File: src/rtl/muldiv_unit.sv
// Iterative RV32M multiply/divide unit: 32-step shift-add multiply and restoring
// divide sharing one 64-bit working register, with a one-cycle sign-fix pass before DONE.
module muldiv_unit (
    input  logic        clk,
    input  logic        rst,
    input  logic        start,
    input  logic [2:0]  funct3,
    input  logic [31:0] rs1_data,
    input  logic [31:0] rs2_data,
    input  logic [4:0]  rd_in,
    output logic        busy,
    output logic        done,
    output logic [31:0] result,
    output logic [4:0]  rd_out,
    output logic        write_reg
);
    typedef enum logic [1:0] {IDLE, CALC, DONE} state_t;

    state_t      state;
    logic [2:0]  op;
    logic [4:0]  rd_lat;
    logic [31:0] opnd;      // multiplicand for MUL*, divisor for DIV*/REM*
    logic [63:0] prod;      // {acc, multiplier} or {remainder, dividend/quotient}
    logic [5:0]  cnt;
    logic        neg;
    logic        special;

    // Operand decode at acceptance
    logic        a_sgn, b_sgn, a_neg, b_neg, div_zero, div_ovf;
    logic [31:0] a_abs, b_abs;

    always_comb begin
        a_sgn    = ~(funct3[0] & (funct3[1] | funct3[2]));
        b_sgn    = funct3[2] ? ~funct3[0] : ~funct3[1];
        a_neg    = a_sgn & rs1_data[31];
        b_neg    = b_sgn & rs2_data[31];
        a_abs    = a_neg ? (32'd0 - rs1_data) : rs1_data;
        b_abs    = b_neg ? (32'd0 - rs2_data) : rs2_data;
        div_zero = funct3[2] && (rs2_data == 32'd0);
        div_ovf  = funct3[2] && !funct3[0] && (rs1_data == 32'h8000_0000)
                   && (rs2_data == 32'hFFFF_FFFF);
    end

    // One iteration of each algorithm
    logic [32:0] mul_sum, rem_t, diff;
    logic [63:0] mul_next, div_next;
    logic        qbit;

    always_comb begin
        mul_sum  = {1'b0, prod[63:32]} + (prod[0] ? {1'b0, opnd} : 33'd0);
        mul_next = {mul_sum, prod[31:1]};
        rem_t    = prod[63:31];
        diff     = rem_t - {1'b0, opnd};
        qbit     = ~diff[32];
        div_next = {(qbit ? diff[31:0] : rem_t[31:0]), prod[30:0], qbit};
    end

    // Sign fix and result select
    logic [63:0] prod_neg;
    logic [31:0] fin;

    always_comb begin
        prod_neg = 64'd0 - prod;
        fin      = 32'd0;
        case (op)
            3'b000:                 fin = neg ? prod_neg[31:0]  : prod[31:0];
            3'b001, 3'b010, 3'b011: fin = neg ? prod_neg[63:32] : prod[63:32];
            3'b100, 3'b101:         fin = neg ? (32'd0 - prod[31:0])  : prod[31:0];
            default:                fin = neg ? (32'd0 - prod[63:32]) : prod[63:32];
        endcase
    end

    always_ff @(posedge clk or negedge rst) begin
        if (!rst) begin
            state     <= IDLE;
            op        <= 3'd0;
            rd_lat    <= 5'd0;
            opnd      <= 32'd0;
            prod      <= 64'd0;
            cnt       <= 6'd0;
            neg       <= 1'b0;
            special   <= 1'b0;
            busy      <= 1'b0;
            done      <= 1'b0;
            write_reg <= 1'b0;
            result    <= 32'd0;
            rd_out    <= 5'd0;
        end else begin
            case (state)
                IDLE: begin
                    done      <= 1'b0;
                    write_reg <= 1'b0;
                    if (start) begin
                        op      <= funct3;
                        rd_lat  <= rd_in;
                        cnt     <= 6'd0;
                        busy    <= 1'b1;
                        special <= div_zero | div_ovf;
                        state   <= CALC;
                        // Special cases preload the final {rem, quo} and skip iteration
                        if (div_zero) begin
                            prod <= {rs1_data, 32'hFFFF_FFFF};
                            neg  <= 1'b0;
                        end else if (div_ovf) begin
                            prod <= {32'd0, 32'h8000_0000};
                            neg  <= 1'b0;
                        end else if (funct3[2]) begin
                            prod <= {32'd0, a_abs};
                            opnd <= b_abs;
                            neg  <= funct3[1] ? a_neg : (a_neg ^ b_neg);
                        end else begin
                            prod <= {32'd0, b_abs};
                            opnd <= a_abs;
                            neg  <= a_neg ^ b_neg;
                        end
                    end
                end
                CALC: begin
                    if (cnt == 6'd32) begin
                        result    <= fin;
                        rd_out    <= rd_lat;
                        done      <= 1'b1;
                        write_reg <= (rd_lat != 5'd0);
                        state     <= DONE;
                    end else if (special) begin
                        cnt <= 6'd32;
                    end else begin
                        prod <= op[2] ? div_next : mul_next;
                        cnt  <= cnt + 6'd1;
                    end
                end
                default: begin
                    done      <= 1'b0;
                    write_reg <= 1'b0;
                    busy      <= 1'b0;
                    state     <= IDLE;
                end
            endcase
        end
    end
endmodule

File: config.mk
export PLATFORM = sky130hd
export DESIGN_NAME = muldiv_unit
export DESIGN_NICKNAME = d
export VERILOG_FILES = /design/src/rtl/muldiv_unit.sv
export SDC_FILE = /design/constraint.sdc
export NUM_CORES = 1
export LEC_CHECK = 0
export ABC_AREA = 1
export BUFFER_PORTS_ARGS = -buffer_cell sky130_fd_sc_hd__buf_4
export CORE_MARGIN = 3
export CORE_UTILIZATION = 38
export CTS_CLUSTER_SIZE = 14
export DETAILED_ROUTE_END_ITERATION = 16
export PLACE_DENSITY = 0.56
export SYNTH_ARGS = -nofsm -noshare
export SYNTH_HDL_FRONTEND = slang
export SYNTH_SLANG_ARGS = --single-unit
File: constraint.sdc
create_clock -name clk -period 3.4 [get_ports clk]
set_input_delay 1.02 -clock clk [delete_from_list [all_inputs] [get_ports clk]]
set_output_delay 1.02 -clock clk [all_outputs]
set_load 0.005 [all_outputs]
==> results_dict.tcl <==
set metrics [dict create \
    num_rows 82 \
    final_cell_mix "1239 x nand2_1, 501 x inv_1, 355 x nor2_1" \
    start_util_pct 38.9 \
    cts_tree "yes" \
    worstPathMaxFanout 33 \
    dr_total_vias 23400 \
    grt_pass1_wl_um 132000 \
    cts_resized 0 \
    synthesis.nets 3718 \
    routed-wl-met3_um 9040 \
    antenna_found_initial 3 \
    drive_gt1_share_pct 9.59 \
    max_freq_mhz 317 \
    portBuffers 114 \
    ys_ff_latch 154 \
    fill_cells 5819 \
    final_core_util_pct 43.7 \
    antenna_left 0 \
    top_regs "prod: 64 flops, opnd: 32 flops, result: 32 flops" \
    syn-cell-area_um2 19700 \
    p_per_area_nw_per_um2 1100 \
    fin_crit_sh_pct 92.8 \
    wl_met1_um 39500 \
    path_class "flop to flop" \
    grt-ovfl-total 0 \
    final_nets 3816 \
    synthFlopType "dfrtp_1" \
    fp.dieH_um 234 \
    yosysUniqueCellTypes 50 \
    cts-root-buf "clkbuf_16" \
    holdBufCountCts 0 \
    place_congestion 1.00 \
    async_flop_share_pct 100 \
    first_pass_iters 8 \
    ios 115 \
    dieArea_um2 54700 \
    mostFrequentLayoutCell "nand2_1" \
    final-hold-violation-count 0 \
    p_int_uw 9440 \
    tns_ns 0 \
    cpPeakStageDelay_ns 0.41 \
    dpl.hpwl_um 72900 \
    avgViaCountPerCell 5.38 \
    finalSetupViolCount 0 \
    core_um2 50700 \
    cp-start-kind "flop" \
    top_layer "met5" \
    grt_start_max_net_pins 79 \
    drtIter0Drc 2608 \
    cap_violations 0 \
    yosys_warnings 0 \
    clock_path_buffers 2 \
    postCtsSetupBuffers 0 \
    wl_per_cell_um 20.6 \
    cp_common_cell "nand2_2" \
    vdd_ir_drop_max_v 0.000732 \
    period_minus_slack_ns 3.16 \
    crit_slowest_cell "fa_1" \
    die_w_um 234 \
    syn_inst 3570 \
    required_ns 3.79 \
    switching_power_uw 15000 \
    largest_reg_flops 64 \
    clock_power_share_pct 8.4 \
    clock-skew-final_ns 0.0144 \
    grt_pass1_vias 21200 \
    leakage_uw 0.0119 \
    endpoint_kind "flop" \
    min_path_type "input port to async pin" \
    cpLargestDelayFamily "simple AND/OR/NAND/NOR gates" \
    route.met2.wl_um 37200 \
    worst_pin_slew_ns 0.903 \
    grtUsageTotal_pct 32.4 \
    drcViolationCount 0 \
    crit_chain "inv_1 > ha_1 > fa_1 > inv_1 > nand3_1 > nand2_2 > nand2_2 > nand2_2 > nand2_2 > nand2_2 > nand2_4 > nand2_4 > nand2_4 > nand2_8 > nand2_1 > nand3_1 > nand2_1 > nand2_1 > nand2_1" \
    cp.arrival_ns 3.54 \
    p_total_uw 24400 \
    finalWirelength_um 89600 \
    cp_num_buf_inv 2 \
    synth.avg_cell_area_um2 5.53 \
    slew_headroom_pct 39.8 \
    cts.htree.levels 4 \
    slew_viol_final 0 \
    area_growth_pct 12.3 \
    clk_pin_slew_ns 0.09 \
    clock_latency_ns 0.50 \
    synth_edf_count 0 \
    seqPwrFrac_pct 15.6 \
    outcome "completed" \
    rsz0062_at_grt "no" \
    numCtsBuffers 17 \
    ys_seq_area_share_pct 19.5 \
    comb_power_share_pct 76.0 \
    cts_sinks 154 \
    largest-register "prod" \
    sw_frac_of_total_pct 61.3 \
]
logic make-up after synthesis:
group,share of synthesized area (%)
buf+inv,13.2
simple gates,46.1
compound gates,13.9
xor+xnor,2.53
mux,0.0507
flops,19.5
fa+ha+maj,4.71
cell usage after synthesis, types with 2 or more instances:
cell type  number  area [um2]
inv_2          20        75.1
fa_1            2        40.0
buf_6          13         146
nor2_1        355        1330
a21o_1          2        15.0
nand3b_1       15         113
clkbuf_1       65         244
buf_4           8        60.1
clkinv_1        5        18.8
nand2_1      1239        4650
nand4_1        85         532
nand2_2        14        87.6
a21oi_1       210        1050
nand2_4         3        33.8
inv_1         502        1880
o21ai_1        25         125
buf_1          16        60.1
o211ai_1       17         128
nor2_2         17         106
a31oi_1        10        62.6
o21ai_0       178         891
o22ai_2         7        87.6
xnor2_1         6        52.6
xor2_1         51         447
ha_1           71         888
o21ai_2        16         140
a21oi_4         2        32.5
o31ai_1         6        45.0
buf_2          19        95.1
dfrtp_1       154        3850
nor4_1          6        37.5
o21bai_1       11        82.6
a22oi_1         2        15.0
or2_2          14        87.6
o22ai_1         6        37.5
nor2_4          8        90.1
nor3_2          3        30.0
nor3_1         27         135
nand3_2         8        80.1
and2_1          3        18.8
nand3_1       340        1700
layer usage:
metal  vias to the layer above  GRT usage (%)
met4                         2           13.6
met5                         -              0
met2                      1131           47.1
met1                     10600           45.6
met3                       156           7.88
li1                      11600              -
stage by stage:
step	hold WS [ns]	cell area [um2]	worst slack, ns	instances
global route	0.430	22200	0.0495	4353
global placement	0.460	21500	0.169	4321
finish	0.421	22200	0.245	4355
CTS	0.409	22200	0.335	4353
floorplan	0.464	19700	0.930	3570
detailed placement	0.464	21500	0.192	4321
worst paths after layout:
path / start / endpoint / slack (ns) / depth (start not counted)
worst max register to register: prod[31] / prod[33] / 0.24 / 19
worst min-delay path: rst / result[2] / 0.42 / 1
worst max-delay path: prod[31] / prod[33] / 0.24 / 19
min in group clk: result[30] / result[30] / 0.48 / 2
max in group asynchronous: rst / prod[59] / 2.29 / 2
worst min register to register: result[30] / result[30] / 0.48 / 2
layout make-up:
| cell class | instances | area [um2] | share of cell area (%) |
|---|---|---|---|
| Inverter | 527 | 1980 | 8.93 |
| Antenna cell | 2 | 5.00 | 0.0226 |
| Sequential cell | 154 | 3860 | 17.4 |
| Tap cell | 672 | 841 | 3.79 |
| Clock buffer | 17 | 425 | 1.92 |
| Multi-Input combinational cell | 2767 | 13300 | 59.9 |
| Timing Repair Buffer | 201 | 1590 | 7.17 |
| Clock inverter | 15 | 186 | 0.841 |
power groups by stage:
stage | Combinational [uW] | Clock [uW] | Sequential [uW]
3_5_place_dp | 18000 | 0 | 3780
6_report | 18500 | 2050 | 3810
4_1_cts | 18100 | 2090 | 3740
3_3_place_gp | 18000 | 0 | 3770
5_1_grt | 20400 | 2160 | 3870
2_1_floorplan | 12300 | 0 | 3400
Power figures use the tool's default switching activity.
